[config.mk]
export PLATFORM = sky130hd
export DESIGN_NAME = mlp_seq
export DESIGN_NICKNAME = d
export VERILOG_FILES = /design/src/rtl/mlp_seq.sv
export SDC_FILE = /design/constraint.sdc
export NUM_CORES = 1
export LEC_CHECK = 0
export CAP_MARGIN = 20
export CORE_ASPECT_RATIO = 0.75
export CORE_UTILIZATION = 25
export DETAILED_ROUTE_END_ITERATION = 6
export HOLD_SLACK_MARGIN = 0.05
export SLEW_MARGIN = 15
export SYNTH_ARGS = -nofsm -noshare
export SYNTH_HDL_FRONTEND = slang
export SYNTH_SLANG_ARGS = --single-unit
export TNS_END_PERCENT = 100
[constraint.sdc]
create_clock -name clk -period 9 [get_ports clk]
set_clock_uncertainty 0.2 [all_clocks]
set_input_delay 0.9 -clock clk [delete_from_list [all_inputs] [get_ports clk]]
set_output_delay 0.9 -clock clk [all_outputs]
set_load 0.05 [all_outputs]
[src/rtl/mlp_seq.sv]
// mlp_seq: sequential two-layer perceptron (N_IN inputs -> N_HID hidden -> 1 output).
// One shared signed multiplier is time-multiplexed over all products.
// L1 spends N_IN cycles on each hidden neuron, and L2 spends N_HID cycles on the output.
//
// Ports:
//   clk           - rising-edge clock
//   rst           - synchronous active-low reset
//   start         - begin one inference (sampled only in IDLE / DONE)
//   data_in       - N_IN signed features, feature i at [(i+1)*DW-1 -: DW]
//   data_weight_1 - per hidden neuron h: N_IN weights followed by a bias (slice width (N_IN+1)*DW)
//   data_weight_2 - N_HID output weights followed by the output bias
//   data_out      - signed result, held until the next done pulse
//   done          - one-cycle pulse when data_out is updated
//   busy          - high while in L1 or L2
module mlp_seq #(
  parameter int N_IN    = 7,
  parameter int N_HID   = 2,
  parameter int DW      = 8,
  parameter int ACC_W   = 24,
  parameter int FRAC    = 0,
  parameter int RELU_EN = 1
) (
  input  logic                          clk,
  input  logic                          rst,
  input  logic                          start,
  input  logic [N_IN*DW-1:0]            data_in,
  input  logic [N_HID*(N_IN+1)*DW-1:0]  data_weight_1,
  input  logic [(N_HID+1)*DW-1:0]       data_weight_2,
  output logic [DW-1:0]                 data_out,
  output logic                          done,
  output logic                          busy
);

  localparam int IW  = (N_IN  > 1) ? $clog2(N_IN)  : 1;
  localparam int HW  = (N_HID > 1) ? $clog2(N_HID) : 1;
  localparam int W1W = N_HID * (N_IN + 1) * DW;
  localparam int W2W = (N_HID + 1) * DW;

  localparam logic signed [ACC_W-1:0] SAT_MAX = ACC_W'((1 << (DW - 1)) - 1);
  // The bitwise inverse of 2^(DW-1)-1 is -2^(DW-1) in two's complement.
  localparam logic signed [ACC_W-1:0] SAT_MIN = ~SAT_MAX;

  typedef enum logic [1:0] {IDLE, L1, L2, DONE} state_t;

  state_t                   state_q, state_d;
  logic [IW-1:0]            in_cnt_q, in_cnt_d;
  logic [HW-1:0]            hid_cnt_q, hid_cnt_d;
  logic signed [ACC_W-1:0]  acc_q, acc_d;
  logic [N_IN*DW-1:0]       x_q, x_d;
  logic [W1W-1:0]           w1_q, w1_d;
  logic [W2W-1:0]           w2_q, w2_d;
  logic signed [DW-1:0]     hid_q [N_HID];
  logic signed [DW-1:0]     hid_d [N_HID];
  logic [DW-1:0]            out_q, out_d;
  logic                     done_q, done_d;
  logic                     busy_q, busy_d;

  function automatic logic signed [DW-1:0] sat_dw(input logic signed [ACC_W-1:0] v);
    logic signed [DW-1:0] r;
    if (v > SAT_MAX)      r = SAT_MAX[DW-1:0];
    else if (v < SAT_MIN) r = SAT_MIN[DW-1:0];
    else                  r = v[DW-1:0];
    return r;
  endfunction

  // Shared MAC datapath
  logic signed [DW-1:0]     mul_a, mul_b, bias;
  logic signed [2*DW-1:0]   prod;
  logic signed [ACC_W-1:0]  bias_ext, prod_ext, acc_sum, acc_shr, act_val;
  logic signed [DW-1:0]     hid_sat, out_sat;
  logic                     first_term, in_last, hid_last;
  logic [31:0]              w1_base;

  always_comb begin
    in_last  = (in_cnt_q == IW'(N_IN - 1));
    hid_last = (hid_cnt_q == HW'(N_HID - 1));
    w1_base  = 32'(hid_cnt_q) * 32'(N_IN + 1);
    if (state_q == L2) begin
      mul_a      = hid_q[hid_cnt_q];
      mul_b      = w2_q[32'(hid_cnt_q) * DW +: DW];
      bias       = w2_q[N_HID * DW +: DW];
      first_term = (hid_cnt_q == '0);
    end else begin
      mul_a      = x_q[32'(in_cnt_q) * DW +: DW];
      mul_b      = w1_q[(w1_base + 32'(in_cnt_q)) * DW +: DW];
      bias       = w1_q[(w1_base + N_IN) * DW +: DW];
      first_term = (in_cnt_q == '0);
    end
    prod     = mul_a * mul_b;
    prod_ext = {{(ACC_W - 2*DW){prod[2*DW-1]}}, prod};
    bias_ext = {{(ACC_W - DW){bias[DW-1]}}, bias} <<< FRAC;
    // The first product of a neuron starts from the bias instead of the running sum.
    acc_sum  = (first_term ? bias_ext : acc_q) + prod_ext;
    acc_shr  = acc_sum >>> FRAC;
    act_val  = ((RELU_EN != 0) && acc_shr[ACC_W-1]) ? '0 : acc_shr;
    hid_sat  = sat_dw(act_val);
    out_sat  = sat_dw(acc_shr);
  end

  // Next-state logic
  always_comb begin
    state_d   = state_q;
    in_cnt_d  = in_cnt_q;
    hid_cnt_d = hid_cnt_q;
    acc_d     = acc_q;
    x_d       = x_q;
    w1_d      = w1_q;
    w2_d      = w2_q;
    hid_d     = hid_q;
    out_d     = out_q;
    done_d    = 1'b0;
    busy_d    = busy_q;
    case (state_q)
      IDLE, DONE: begin
        busy_d  = 1'b0;
        state_d = IDLE;
        if (start) begin
          x_d       = data_in;
          w1_d      = data_weight_1;
          w2_d      = data_weight_2;
          in_cnt_d  = '0;
          hid_cnt_d = '0;
          busy_d    = 1'b1;
          state_d   = L1;
        end
      end
      L1: begin
        acc_d = acc_sum;
        if (in_last) begin
          hid_d[hid_cnt_q] = hid_sat;
          in_cnt_d         = '0;
          if (hid_last) begin
            hid_cnt_d = '0;
            state_d   = L2;
          end else begin
            hid_cnt_d = hid_cnt_q + 1'b1;
          end
        end else begin
          in_cnt_d = in_cnt_q + 1'b1;
        end
      end
      L2: begin
        acc_d = acc_sum;
        if (hid_last) begin
          out_d     = out_sat;
          done_d    = 1'b1;
          busy_d    = 1'b0;
          hid_cnt_d = '0;
          state_d   = DONE;
        end else begin
          hid_cnt_d = hid_cnt_q + 1'b1;
        end
      end
      default: state_d = IDLE;
    endcase
  end

  always_ff @(posedge clk) begin
    if (!rst) begin
      state_q   <= IDLE;
      in_cnt_q  <= '0;
      hid_cnt_q <= '0;
      acc_q     <= '0;
      x_q       <= '0;
      w1_q      <= '0;
      w2_q      <= '0;
      for (int h = 0; h < N_HID; h++) hid_q[h] <= '0;
      out_q     <= '0;
      done_q    <= 1'b0;
      busy_q    <= 1'b0;
    end else begin
      state_q   <= state_d;
      in_cnt_q  <= in_cnt_d;
      hid_cnt_q <= hid_cnt_d;
      acc_q     <= acc_d;
      x_q       <= x_d;
      w1_q      <= w1_d;
      w2_q      <= w2_d;
      hid_q     <= hid_d;
      out_q     <= out_d;
      done_q    <= done_d;
      busy_q    <= busy_d;
    end
  end

  assign data_out = out_q;
  assign done     = done_q;
  assign busy     = busy_q;

endmodule

==> load_flow_metrics.sql, run 1 <==
INSERT INTO impl_metrics (metric_group, metric, value, unit) VALUES
('synthesis', 'combinational_family_with_the_most_area_after_synthesis', 'adder cells', ''),
('timing', 'final_cycle_share', '92.1', '%'),
('detailed_routing', 'vias', '13600', ''),
('cts', 'cts.path.max_buffers', '3', ''),
('floorplan', 'fp.coreArea', '61100', 'µm²'),
('synthesis', 'post_synth_edffs', '0', ''),
('setup_path', 'path_class', 'reg -> reg', ''),
('timing', 'setup_viol_count_final', '0', ''),
('floorplan', 'floorplan.initialDensity', '25.5', '%'),
('run_status', 'outcome', 'completed', ''),
('synthesis', 'yosys.area.top_type_share', '33.9', '%'),
('grt', 'wire_length_of_the_first_global_routing_pass', '77.5', 'mm'),
('floorplan', 'dieArea', '63400', 'µm²'),
('finish', 'layout-drive-gt1-share', '7.26', '%'),
('detailed_routing', 'route.antenna.remaining_nets', '0', ''),
('synthesis', 'yosys_most_used_dff', 'sky130_fd_sc_hd__dfxtp_1', ''),
('placed_design', 'count_of_input_and_output_buffers', '220', ''),
('cts', 'htree_levels', '1', ''),
('cts', 'tritoncts_num_sinks', '264', ''),
('synthesis', 'synth_async_sr_flop_share', '0', '%'),
('synthesis', 'synth_compound_area_share', '14.3', '%'),
('synthesis', 'yosys.area.top_type', 'sky130_fd_sc_hd__dfxtp_1', ''),
('setup_path', 'worst_ep_required_time', '9270', 'ps'),
('finish', 'postLayoutCoreUtil', '32.1', '%'),
('run', 'max_cap_viol_count', '0', ''),
('cts', 'root_buffer', 'sky130_fd_sc_hd__clkbuf_16', ''),
('setup_path', 'rr_endpoint', 'data_out[6]', ''),
('hold_path', 'holdCritStartpoint', 'hid_q[14]', ''),
('grt', 'antenna_found_initial', '1', ''),
('cts', 'cts_inserted_buffers', '27', ''),
('cts', 'post_cts_clock_slew_at_the_launch_and_capture_registers_of_the_worst_setup_and_hold_paths', '60', 'ps'),
('grt', 'first_global_vias', '13300', ''),
('finish', 'antennaDiodeCount', '0', ''),
('synthesis', 'synthesis.instances', '1836', ''),
('placed_design', 'detailed_place_hpwl', '37.7', 'mm'),
('cts', 'tritoncts', 'yes', ''),
('detailed_routing', 'post_drt_via_cell_ratio', '4.80', ''),
('placed_design', 'dpl_cell_area', '18700', 'µm²'),
('setup_path', 'timing.reg2reg.worst_path_depth', '27', ''),
('synthesis', 'synthesis.nets', '2207', ''),
('setup_path', 'data_arrival_at_the_endpoint_of_the_critical_path', '8560', 'ps'),
('setup_path', 'end_kind', 'flop', ''),
('power', 'power_dens_cells', '385', 'nW/µm²'),
('hold_path', 'class_of_the_worst_hold_path', 'reg -> reg', ''),
('finish', 'relative_area_change_from_synthesis_to_final_layout', '25.6', '%'),
('floorplan', 'die_height', '218', 'µm'),
('timing', 'achievable-frequency', '121', 'MHz'),
('timing', 'rsz0062_at_grt', 'false', ''),
('setup_path', 'crit_path_start_kind', 'flop', ''),
('floorplan', 'top_level_ports', '221', ''),
('synthesis', 'synth-xor-area-share', '1.24', '%'),
('power', 'total_leakage_power', '0.00775', 'µW'),
('detailed_routing', 'route.final.wire_length', '49.2', 'mm'),
('hold_path', 'end_point_of_the_worst_hold_path', 'hid_q[14]', ''),
('setup_path', 'critical_path_peak_fanout', '18', ''),
('timing', 'finalHoldViolations', '0', ''),
('finish', 'filler_cell_count', '6361', ''),
('power', 'max-vdd-ir-drop', '0.000237', 'V'),
('synthesis', 'synthesis.area', '15600', 'µm²'),
('synthesis', 'yosys-top-cells-area', 'sky130_fd_sc_hd__dfxtp_1, sky130_fd_sc_hd__fa_1, sky130_fd_sc_hd__nand2_1, sky130_fd_sc_hd__a21oi_1, sky130_fd_sc_hd__mux4_2', ''),
('detailed_routing', 'post_detailed_route_drc_marker_count', '0', ''),
('synthesis', 'post_synth.cell_area_avg', '8.50', 'µm²'),
('grt', 'gr-total-overflow', '0', ''),
('synthesis', 'yosys.area_share.adder', '17.8', '%'),
('setup_path', 'startpoint_of_the_most_critical_register_to_register_path', 'in_cnt_q[0]', ''),
('timing', 'totalNegativeSetupSlack', '0', 'ps'),
('synthesis', 'synth-seq-area-share', '33.9', '%'),
('floorplan', 'die-width', '290', 'µm'),
('timing', 'fin_crit', '8290', 'ps'),
('cts', 'clk_latency', '580', 'ps'),
('synthesis', 'synth.ff_latch_count', '264', '');
[cell type report]
class | count | area (µm²) | area share (%)
multi-input cells | 1327 | 9400 | 48.0
flip-flops and latches | 264 | 5290 | 27.0
repair buffers | 258 | 2540 | 13.0
well taps | 800 | 1000 | 5.11
clock buffers | 37 | 743 | 3.79
inverters | 130 | 495 | 2.53
clock inverters | 9 | 120 | 0.613
[state kept, by name, summed over array words and instances (netlist names)]
register,count
in_cnt_q,3
hid_cnt_q,1
w1_q,128
w2_q,24
hid_q,16
state_q,2
busy,1
done,1
data_out,8
x_q,56
acc_q,24
[synthesized netlist by cell type, drive strengths merged (4+ instances only)]
| library cell | number |
|---|---|
| a211oi | 17 |
| a21o | 8 |
| a21oi | 257 |
| a221oi | 7 |
| buf | 15 |
| clkbuf | 100 |
| dfxtp | 264 |
| fa | 104 |
| ha | 56 |
| inv | 129 |
| mux2i | 60 |
| mux4 | 40 |
| nand2 | 493 |
| nand2b | 18 |
| nand3 | 5 |
| nand4 | 6 |
| nor2 | 72 |
| nor2b | 24 |
| nor3 | 6 |
| o21a | 4 |
| o21ai | 72 |
| o311ai | 4 |
| or2 | 6 |
| or3 | 4 |
| xnor2 | 16 |
| xor2 | 6 |
[cells in the final DEF (no fill, tap or decap), drive strengths merged, types with 18 or more instances in the layout]
cell / netlist / routed
mux4: 40 / 40
nand2b: 18 / 18
ha: 56 / 56
clkdlybuf4s50: 0 / 220
o21ai: 72 / 72
a21oi: 257 / 257
nor2: 72 / 72
dfxtp: 264 / 264
buf: 15 / 38
nor2b: 24 / 24
clkbuf: 100 / 37
mux2i: 60 / 60
nand2: 493 / 493
fa: 104 / 104
inv: 129 / 132
[layer usage]
layer / vias to the layer above / GRT usage (%) / share of wire [%]
li1: 6420 / - / -
met1: 6623 / 22.9 / 48
met2: 461 / 23.5 / 43
met3: 51 / 2.76 / 7.2
met4: 0 / 2.52 / 1.4
met5: - / 0 / 0
[critical path, stage by stage (launching register included)]
cell,delay (ps)
sky130_fd_sc_hd__dfxtp_4,630
sky130_fd_sc_hd__buf_12,250
sky130_fd_sc_hd__mux4_2,560
sky130_fd_sc_hd__mux2i_1,150
sky130_fd_sc_hd__nor2_1,50
sky130_fd_sc_hd__a21oi_1,140
sky130_fd_sc_hd__nor2_1,70
sky130_fd_sc_hd__a21oi_1,130
sky130_fd_sc_hd__buf_4,180
sky130_fd_sc_hd__or2_2,140
sky130_fd_sc_hd__inv_1,80
sky130_fd_sc_hd__fa_1,580
sky130_fd_sc_hd__inv_1,140
sky130_fd_sc_hd__fa_1,550
sky130_fd_sc_hd__inv_1,60
sky130_fd_sc_hd__fa_1,500
sky130_fd_sc_hd__fa_1,530
sky130_fd_sc_hd__ha_1,320
sky130_fd_sc_hd__ha_1,370
sky130_fd_sc_hd__a211oi_1,260
sky130_fd_sc_hd__o21ai_0,170
sky130_fd_sc_hd__o211ai_1,330
sky130_fd_sc_hd__a21boi_0,140
sky130_fd_sc_hd__o22a_1,270
sky130_fd_sc_hd__o311ai_1,470
sky130_fd_sc_hd__a31oi_1,200
sky130_fd_sc_hd__or2_0,370
sky130_fd_sc_hd__a221oi_1,330
[report_power, final]
group | internal, µW | switching (µW) | total, µW
Sequential | 1420 | 173 | 1600
Clock | 637 | 493 | 1130
Combinational | 1850 | 2960 | 4820
Total | 3910 | 3630 | 7540
[kinds of logic after synthesis]
logic type | Yosys count
xor+xnor | 22
flops | 264
compound gates | 396
fa+ha+maj | 160
simple gates | 646
mux | 103
buf+inv | 245
[metrics by stage]
step,worst slack [ps],power (µW),instances
detailed placement,515,6380,2778
floorplan,941,5020,1836
global route,200,8210,2825
CTS,439,7550,2824
finish,715,7540,2825
global placement,748,6280,2778
[worst max-delay path by stage]
stage,depth (start not counted),to,startpoint,slack [ps]
final,27,data_out[6],in_cnt_q[0],710
after global routing,27,data_out[6],in_cnt_q[0],200
after CTS,27,data_out[6],in_cnt_q[0],440
after detailed placement,27,data_out[1],in_cnt_q[0],510
after global placement,27,data_out[6],in_cnt_q[0],750
after floorplan,25,hid_q[6],in_cnt_q[0],940
[repair_timing]
action	4_1_cts	5_1_grt
setup endpoints to repair	0	7
hold buffers	0	0
setup buffers	0	1
resized for setup	0	1
Note: power is estimated with default switching activity, not from simulation.
==> run 2, diff against run 1 <==
--- a/config.mk
+++ b/config.mk
@@ -5,9 +5,11 @@
 export SDC_FILE = /design/constraint.sdc
 export NUM_CORES = 1
 export LEC_CHECK = 0
+export ABC_AREA = 1
 export CAP_MARGIN = 20
 export CORE_ASPECT_RATIO = 0.75
 export CORE_UTILIZATION = 25
+export CTS_CLUSTER_DIAMETER = 40
 export DETAILED_ROUTE_END_ITERATION = 6
 export HOLD_SLACK_MARGIN = 0.05
 export SLEW_MARGIN = 15
==> run 2 against run 1 <==
Compared with the run above: flip-flop and latch count is the same; clock-buffer cell count up 7; non-clock buffer count shrank 13; area after synthesis increased by 1.6%; wire length grew 13%; first-iteration DRC count up 20%; final cell count up 14%; largest cell class unchanged.
==> load_flow_metrics.sql, run 2 <==
INSERT INTO impl_metrics (metric_group, metric, value, unit) VALUES
('synthesis', 'yosys_most_used_dff', 'sky130_fd_sc_hd__dfxtp_1', ''),
('finish', 'relative_area_change_from_synthesis_to_final_layout', '26.8', '%'),
('run_status', 'outcome', 'completed', ''),
('setup_path', 'crit_path_max_incr_delay', '680', 'ps'),
('grt', 'first_global_vias', '14100', ''),
('setup_path', 'data_arrival_at_the_endpoint_of_the_critical_path', '8550', 'ps'),
('synthesis', 'yosys.area.top_type', 'sky130_fd_sc_hd__dfxtp_1', ''),
('synthesis', 'synthesis.instances', '2184', ''),
('synthesis', 'yosys.area_share.adder', '17.6', '%'),
('detailed_routing', 'route.antenna.remaining_nets', '0', ''),
('synthesis', 'synthesis.area', '15800', 'µm²'),
('timing', 'timing.slew.headroom', '30.2', '%'),
('setup_path', 'cpLargestDelayFamily', 'adder cells', ''),
('setup_path', 'critical_path_peak_fanout', '32', ''),
('detailed_routing', 'route.final.wire_length', '55.7', 'mm'),
('synthesis', 'synth-warning-count', '0', ''),
('synthesis', 'yosys-top-cells-count', 'sky130_fd_sc_hd__nor2_1, sky130_fd_sc_hd__nand2_1, sky130_fd_sc_hd__inv_1', ''),
('finish', 'design.final.nets', '2723', ''),
('synthesis', 'post_synth.cell_area_avg', '7.26', 'µm²'),
('detailed_routing', 'detail_route.iter0.violations', '1225', ''),
('floorplan', 'floorplan.initialDensity', '25.4', '%'),
('setup_path', 'worst_ep_required_time', '9230', 'ps'),
('cts', 'tritoncts', 'yes', ''),
('timing', 'achievable-frequency', '120', 'MHz'),
('finish', 'commonest_non_fill_non_tap_cell_in_the_layout', 'sky130_fd_sc_hd__nor2_1', ''),
('finish', 'most-common-layout-cells', 'sky130_fd_sc_hd__nor2_1, sky130_fd_sc_hd__nand2_1, sky130_fd_sc_hd__inv_1', ''),
('hold_path', 'class_of_the_worst_hold_path', 'reg -> reg', ''),
('setup_path', 'timing.reg2reg.worst_path_depth', '34', ''),
('timing', 'setup_viol_count_final', '0', ''),
('run', 'max_cap_viol_count', '0', ''),
('floorplan', 'fp.coreArea', '62400', 'µm²'),
('timing', 'fin_crit', '8320', 'ps'),
('floorplan', 'top_level_ports', '221', ''),
('timing', 'totalNegativeSetupSlack', '0', 'ps'),
('timing', 'max_slew.worst_pin.slew', '1050', 'ps'),
('synthesis', 'synth.distinct_cells', '42', ''),
('synthesis', 'yosys.area.top_type_share', '33.4', '%'),
('setup_path', 'path_class', 'reg -> reg', ''),
('cts', 'cts.path.max_buffers', '3', ''),
('setup_path', 'end_kind', 'flop', ''),
('placed_design', 'routabilityCongestion', '0.932', ''),
('synthesis', 'yosys-top-cells-area', 'sky130_fd_sc_hd__dfxtp_1, sky130_fd_sc_hd__fa_1, sky130_fd_sc_hd__nor2_1, sky130_fd_sc_hd__o21ai_0, sky130_fd_sc_hd__nand2_1', ''),
('synthesis', 'combinational_family_with_the_most_area_after_synthesis', 'simple AND/OR/NAND/NOR gates', ''),
('cts', 'clk_latency', '540', 'ps'),
('synthesis', 'synth.ff_latch_count', '264', ''),
('cts', 'root_buffer', 'sky130_fd_sc_hd__clkbuf_16', ''),
('detailed_routing', 'post_detailed_route_drc_marker_count', '0', ''),
('setup_path', 'worst_path_depth', '34', ''),
('cts', 'cts-hold-fix-buffers', '0', ''),
('setup_path', 'path_buf_inv', '9', ''),
('timing', 'finalHoldViolations', '0', ''),
('timing', 'final_max_slew_viol_count', '0', ''),
('detailed_routing', 'number_of_iterations_in_the_first_detailed_routing_pass', '5', ''),
('floorplan', 'die_height', '220', 'µm'),
('detailed_routing', 'post_drt_via_cell_ratio', '4.65', ''),
('cts', 'cts_inserted_buffers', '35', ''),
('grt', 'antenna_found_initial', '1', ''),
('finish', 'largestRegisters', 'w1_q x128, x_q x56', ''),
('grt', 'wire_length_of_the_first_global_routing_pass', '85.4', 'mm'),
('setup_path', 'crit_path_start_kind', 'flop', ''),
('floorplan', 'dieArea', '64400', 'µm²'),
('floorplan', 'placementRows', '79', ''),
('finish', 'antennaDiodeCount', '0', ''),
('synthesis', 'synth_compound_area_share', '17.7', '%'),
('synthesis', 'post_synth_edffs', '0', ''),
('finish', 'layout-drive-gt1-share', '4.80', '%'),
('synthesis', 'synthesis.nets', '2555', ''),
('synthesis', 'synth_async_sr_flop_share', '0', '%'),
('grt', 'gr-total-overflow', '0', ''),
('hold_path', 'whs_path_depth', '2', ''),
('finish', 'max_flop_register', 'w1_q', ''),
('grt', 'grt_start_max_net_pins', '132', ''),
('synthesis', 'synth_simple_gate_area_share', '21.2', '%'),
('placed_design', 'detailed_place_hpwl', '42.3', 'mm'),
('detailed_routing', 'vias', '15000', ''),
('synthesis', 'synth-seq-area-share', '33.4', '%'),
('timing', 'rsz0062_at_grt', 'false', ''),
('setup_path', 'worst_path_max_delay_cell', 'sky130_fd_sc_hd__fa_2', ''),
('finish', 'max_reg_flops', '128', ''),
('cts', 'tritoncts_num_sinks', '264', ''),
('synthesis', 'synth-xor-area-share', '0.387', '%'),
('grt', 'gr-usage-all-layers', '17.3', '%'),
('timing', 'final_cycle_share', '92.4', '%'),
('cts', 'post_cts_clock_slew_at_the_launch_and_capture_registers_of_the_worst_setup_and_hold_paths', '60', 'ps'),
('setup_path', 'crit_path_frequent_cell', 'sky130_fd_sc_hd__nand2_1', ''),
('synthesis', 'synth_most_common_cell', 'sky130_fd_sc_hd__nor2_1', ''),
('synthesis', 'muxShareOfSynthArea', '0', '%'),
('cts', 'htree_levels', '2', ''),
('floorplan', 'die-width', '293', 'µm'),
('detailed_routing', 'wl_per_cell', '17.3', 'µm'),
('placed_design', 'count_of_input_and_output_buffers', '220', '');
-- run 2: cell count changes in the layout (fill, tap and decap cells not counted), sizes merged, moves of 40 or more --
| cell | before | now |
|---|---|---|
| nor2 | 72 | 469 |
| o21ai | 72 | 292 |
| nand2 | 493 | 308 |
| inv | 132 | 300 |
| a21oi | 257 | 91 |
| mux2i | 60 | 0 |
| mux4 | 40 | 0 |
| nand3 | 5 | 45 |
-- run 2: cells by family (layout without fill, tap and decap cells) --
family          Yosys count  count (layout)
flops                   264             264
xor+xnor                  7               7
compound gates          494             494
simple gates            851             851
fa+ha+maj               160             160
buf+inv                 408             600
-- run 2: layout make-up --
type	instances	area, µm²
clock buffers	44	970
repair buffers	245	2410
inverters	294	1110
clock inverters	17	218
multi-input cells	1512	9030
well taps	850	1060
flip-flops and latches	264	5290
fillers	6664	42300
-- run 2: worst paths after layout --
kind	startpoint	endpoint	slack (ps)
max	in_cnt_q[1]	hid_q[10]	680
min	hid_q[15]	hid_q[15]	250
max reg2reg	in_cnt_q[1]	hid_q[10]	680
min reg2reg	hid_q[15]	hid_q[15]	250
-- run 2: worst min-delay path: cells and delay by family, from the launching register on --
kind	cells	cell delay (ps)
DFF	1	310
and+or+nand+nor	2	90
-- run 2: stage by stage --
step                hold slack, ps  utilization (%)  setup slack (ps)  instances  cell area (µm²)
floorplan                      219                -              1940       2184            15800
global placement               233             30.2               398       3163            18900
detailed placement             229             30.2               476       3163            18900
CTS                            243             32.1               441       3224            20000
global route                   272             32.2              42.8       3226            20100
finish                         249             32.2               681       3226            20100
-- run 2: routing by layer --
metal | GRT usage (%) | routed length (µm) | vias to the layer above
met1 | 26.6 | 28200 | 7109
li1 | - | - | 7341
met2 | 23.3 | 21100 | 487
met5 | 0 | 12 | -
met4 | 2.60 | 612 | 2
met3 | 5.23 | 5780 | 47
-- run 2: what timing repair did --
action / in CTS / in global routing
setup endpoints to repair: 0 / 22
gates resized for setup: 0 / 5
buffers inserted: 0 / 1
Power of run 2 is left out: the tool's default activity adds up to more than one toggle a clock period on the data nets, which glitch-free logic cannot reach.
==> run 3, diff against run 2 <==
--- a/config.mk
+++ b/config.mk
@@ -6,7 +6,7 @@
 export NUM_CORES = 1
 export LEC_CHECK = 0
 export ABC_AREA = 1
-export CAP_MARGIN = 20
+export CAP_MARGIN = 30
 export CORE_ASPECT_RATIO = 0.75
 export CORE_UTILIZATION = 25
 export CTS_CLUSTER_DIAMETER = 40
==> run 3 against run 2 <==
Compared with the run above: first-iteration DRC count decreased by 0.65%; global-route usage stayed put; wire length increased by 0.35%; utilization is essentially flat; flip-flop and latch count is the same; non-clock buffer count increased by 1; sequential share of layout area about the same; largest cell class unchanged; critical path depth stayed put; worst hold slack got worse by 3.0 ps; die area unchanged; fmax about the same.
==> load_flow_metrics.sql, run 3 (same netlist as run 2, synthesis figures left out) <==
INSERT INTO impl_metrics (metric_group, metric, value, unit) VALUES
('setup_path', 'reg2reg_setup_slack', '680', 'ps'),
('detailed_routing', 'detail_route.iter0.violations', '1217', ''),
('timing', 'timing.slew.headroom', '32.3', '%'),
('timing', 'rsz0062_at_grt', 'false', ''),
('setup_path', 'path_buf_inv', '9', ''),
('finish', 'commonest_non_fill_non_tap_cell_in_the_layout', 'sky130_fd_sc_hd__nor2_1', ''),
('cts', 'cts_inserted_buffers', '35', ''),
('hold_path', 'holdCritStartpoint', 'hid_q[15]', ''),
('grt', 'gr-total-overflow', '0', ''),
('floorplan', 'die-width', '293', 'µm'),
('cts', 'clk_latency', '540', 'ps'),
('grt', 'antenna_found_initial', '1', ''),
('finish', 'largestRegisters', 'w1_q x128, x_q x56', ''),
('cts', 'tritoncts', 'yes', ''),
('finish', 'layout-drive-gt1-share', '4.84', '%'),
('setup_path', 'path_class', 'reg -> reg', ''),
('detailed_routing', 'post_detailed_route_drc_marker_count', '0', ''),
('floorplan', 'die_height', '220', 'µm'),
('floorplan', 'dieArea', '64400', 'µm²'),
('cts', 'htree_levels', '2', ''),
('setup_path', 'crit_path_frequent_cell', 'sky130_fd_sc_hd__nand2_1', ''),
('run_status', 'outcome', 'completed', ''),
('finish', 'max_reg_flops', '128', ''),
('detailed_routing', 'route.final.wire_length', '55.9', 'mm'),
('run', 'max_cap_viol_count', '0', ''),
('hold_path', 'end_point_of_the_worst_hold_path', 'hid_q[15]', ''),
('grt', 'wire_length_of_the_first_global_routing_pass', '85.4', 'mm'),
('setup_path', 'worst_ep_required_time', '9230', 'ps'),
('placed_design', 'routabilityCongestion', '0.932', ''),
('setup_path', 'rr_endpoint', 'hid_q[8]', ''),
('floorplan', 'placementRows', '79', ''),
('grt', 'gr-usage-all-layers', '17.3', '%'),
('hold_path', 'whs_path_depth', '2', ''),
('cts', 'root_buffer', 'sky130_fd_sc_hd__clkbuf_16', ''),
('detailed_routing', 'post_drt_via_cell_ratio', '4.67', ''),
('finish', 'most-common-layout-cells', 'sky130_fd_sc_hd__nor2_1, sky130_fd_sc_hd__nand2_1, sky130_fd_sc_hd__inv_1', ''),
('grt', 'grt_start_max_net_pins', '132', ''),
('grt', 'first_global_vias', '14100', ''),
('floorplan', 'top_level_ports', '221', ''),
('finish', 'antennaDiodeCount', '0', ''),
('setup_path', 'worst_path_max_delay_cell', 'sky130_fd_sc_hd__fa_2', ''),
('placed_design', 'dpl_cell_area', '18900', 'µm²'),
('finish', 'design.final.nets', '2724', ''),
('timing', 'finalHoldViolations', '0', ''),
('timing', 'final_max_slew_viol_count', '0', ''),
('detailed_routing', 'wl_per_cell', '17.3', 'µm'),
('placed_design', 'count_of_input_and_output_buffers', '220', ''),
('timing', 'setup_viol_count_final', '0', ''),
('floorplan', 'fp.coreArea', '62400', 'µm²'),
('setup_path', 'crit_path_start_kind', 'flop', ''),
('cts', 'cts.path.max_buffers', '3', ''),
('cts', 'tritoncts_num_sinks', '264', ''),
('detailed_routing', 'vias', '15100', ''),
('timing', 'totalNegativeSetupSlack', '0', 'ps'),
('setup_path', 'data_arrival_at_the_endpoint_of_the_critical_path', '8550', 'ps'),
('setup_path', 'startpoint_of_the_most_critical_register_to_register_path', 'in_cnt_q[1]', ''),
('cts', 'post_cts_clock_slew_at_the_launch_and_capture_registers_of_the_worst_setup_and_hold_paths', '60', 'ps'),
('hold_path', 'class_of_the_worst_hold_path', 'reg -> reg', ''),
('timing', 'max_slew.worst_pin.slew', '1020', 'ps'),
('finish', 'relative_area_change_from_synthesis_to_final_layout', '27.0', '%'),
('setup_path', 'end_kind', 'flop', ''),
('detailed_routing', 'route.antenna.remaining_nets', '0', ''),
('timing', 'fin_crit', '8320', 'ps'),
('setup_path', 'critical_path_peak_fanout', '32', ''),
('timing', 'final_cycle_share', '92.5', '%'),
('timing', 'achievable-frequency', '120', 'MHz'),
('setup_path', 'timing.reg2reg.worst_path_depth', '34', ''),
('placed_design', 'detailed_place_hpwl', '42.3', 'mm'),
('setup_path', 'crit_path_max_incr_delay', '680', 'ps'),
('setup_path', 'cpLargestDelayFamily', 'adder cells', ''),
('finish', 'max_flop_register', 'w1_q', ''),
('finish', 'design_area', '20100', 'µm²'),
('floorplan', 'floorplan.initialDensity', '25.4', '%'),
('detailed_routing', 'number_of_iterations_in_the_first_detailed_routing_pass', '7', ''),
('cts', 'cts-hold-fix-buffers', '0', '');
## run 3: how the worst max path moves through the flow
stage	from	to	slack, ps	depth (start not counted)
after global placement	in_cnt_q[1]	hid_q[1]	400	33
after detailed placement	in_cnt_q[1]	hid_q[10]	480	33
final	in_cnt_q[1]	hid_q[8]	680	34
after CTS	in_cnt_q[1]	hid_q[10]	440	33
after floorplan	state_q[0]	hid_q[6]	1940	36
after global routing	in_cnt_q[1]	hid_q[2]	40	36
## run 3: layer usage
layer  GRT usage, %  vias up  wire length [µm]
met2           23.3      554             21200
met4           2.60        2               578
li1               -     7346                 -
met3           5.23       44              5650
met5              0        -                12
met1           26.6     7136             28400
## run 3: through the flow
step | util, % | hold slack (ps) | worst slack, ps | instances
floorplan | - | 219 | 1940 | 2184
global placement | 30.2 | 233 | 398 | 3163
detailed placement | 30.2 | 229 | 476 | 3163
CTS | 32.1 | 243 | 441 | 3224
global route | 32.3 | 272 | 42.8 | 3227
finish | 32.3 | 246 | 678 | 3227
## run 3: area by class of cell
| cell class | count | area (µm²) |
|---|---|---|
| repair buffers | 246 | 2440 |
| clock inverters | 17 | 218 |
| inverters | 294 | 1110 |
| flip-flops and latches | 264 | 5290 |
| clock buffers | 44 | 970 |
| well taps | 850 | 1060 |
| fillers | 6662 | 42300 |
| multi-input cells | 1512 | 9030 |
## run 3: worst register-to-register path, delay by kind of cell (launching register included)
family / cells / cell delay, ps
compound gates: 5 / 1200
buf+inv: 9 / 1290
simple gates: 14 / 2080
flops: 1 / 510
fa+ha+maj: 6 / 2940
## run 3: what timing repair did
| action | CTS | global route |
|---|---|---|
| setup endpoints to repair | 0 | 22 |
| endpoints found under the hold margin | 0 | 0 |
| resized for setup | 0 | 5 |
| buffers inserted | 0 | 1 |
Power of run 3 is left out for the same reason.
==> RTL change, RTL diff (flow settings as in run 3) <==
The 4 states of `state_t` get a Gray code encoding in 2 bits.
--- a/src/rtl/mlp_seq.sv
+++ b/src/rtl/mlp_seq.sv
@@ -42,3 +42,3 @@
 
-  typedef enum logic [1:0] {IDLE, L1, L2, DONE} state_t;
+  typedef enum logic [1:0] {IDLE = 2'b00, L1 = 2'b01, L2 = 2'b11, DONE = 2'b10} state_t;
 
Behaviour: no difference found for any inputs over 4 cycles, from zero or initial values and one cycle with rst low; so few cycles prove little.
==> RTL change against run 3 <==
- design area decreased by 0.78%
- sequential cell count stayed put
- area after synthesis shrank 0.14%
- sequential share of layout area up 0.21 points
- wire length decreased by 1.4%
- setup slack improved by 0.24 ns
Power is left out: it rests on default switching activity, and per cell area and clock period it moved more than threefold.
==> RTL change: results (changes against run 3) <==
[global_routing]
grt_pass1_vias=14200  ; +1.3%
grt_pass1_wl_mm=85.3  ; -0.15%
grt_max_degree=112  ; -15%
grt_use_total_pct=17.1  ; -0.18 points

[clock_tree]
numCtsBuffers=34  ; -2.9%

[hold_path]
min_from=hid_q[7]$_SDFFE_PN0P_
holdPathEnd=hid_q[7]$_SDFFE_PN0P_

[critical_path]
crit_family=adder cells
crit_end=hid_q[11]$_SDFFE_PN0P_
crit_fanout=14  ; -56%
crit_arrival_ns=8.28  ; -0.27 ns
cp_slowest_cell=fa_1

[run_status]
status=finished clean

[detailed_routing]
firstDrtPassIters=5  ; -2
drt_iter0_drc=1538  ; +26%
wl_mm=55.1  ; -1.4%
vias_per_cell=4.74  ; +1.3%

[synthesis]
synth_cell_types=50  ; +19%
synthDominantCellAreaShare_pct=33.4  ; +0.047 points
ys_seq_area_share_pct=33.4  ; +0.047 points
postSynthNetCount=2521  ; -1.3%
yosys-top-cells-area=dfxtp_1 33%, fa_1 13%, nor2_1 11%
synth_common_cells=464 x nor2_1, 275 x o21ai_0, 273 x inv_1, 271 x nand2_1, 264 x dfxtp_1

[layout]
drive_gt1_share_pct=4.75  ; -0.088 points
nets=2682  ; -1.5%

[placement]
globalplace.congestion=0.969  ; +3.9%
post-dp-hpwl_mm=41.5  ; -1.9%

[sta]
worst_slew_pin_slew_ns=1.01  ; -0.00705 ns

==> RTL change: cell types whose count changed after synthesis, moves of 11 or more <==
cell / run 3 / this run
a221oi_1: 24 / 13
nand2_1: 304 / 271
inv_1: 285 / 273
a22oi_1: 28 / 42
nand3_1: 44 / 57
==> RTL change: layout make-up <==
class,instances,area [sq um]
timing repair buffer,241,2390
sequential,264,5290
clock buffer,41,918
multi-input combinational,1492,9020
clock inverter,19,274
tap,810,1010
fill,6645,42300
inverter,280,1060
==> RTL change: worst reg2reg max path, delay by kind of cell, from the launching register on <==
kind / cells / cell delay (ns)
buffers and inverters: 8 / 1.48
AND/OR/NAND/NOR: 17 / 2.15
adder cells (fa/ha/maj): 6 / 3.01
flip-flops: 1 / 0.58
AO/OA/AOI/OAI: 3 / 0.52
==> RTL change: per-stage QoR <==
stage	hold WS, ns	cells	setup WS (ns)	cell area (sq um)
after floorplan	0.219	2152	1.95	15800
after global placement	0.236	3086	1.10	18700
after detailed placement	0.237	3086	1.06	18700
after CTS	0.249	3146	0.986	19900
after global routing	0.264	3147	0.188	20000
final	0.251	3147	0.916	20000
==> RTL change: logic make-up after synthesis <==
kind of cell    Yosys count  share of synthesized area, %
flops                   264                          33.4
compound gates          474                          17.0
fa+ha+maj               158                          17.4
simple gates            852                          22.1
buf+inv                 396                          9.65
xor+xnor                  8                         0.443
==> RTL change: metal layers <==
layer	share of wire (%)	GRT usage [%]	up-vias
met5	0.024	0	-
met4	1.1	2.67	2
met3	9.7	4.79	47
met2	39	23.7	528
met1	50	26.0	7083
li1	-	-	7246
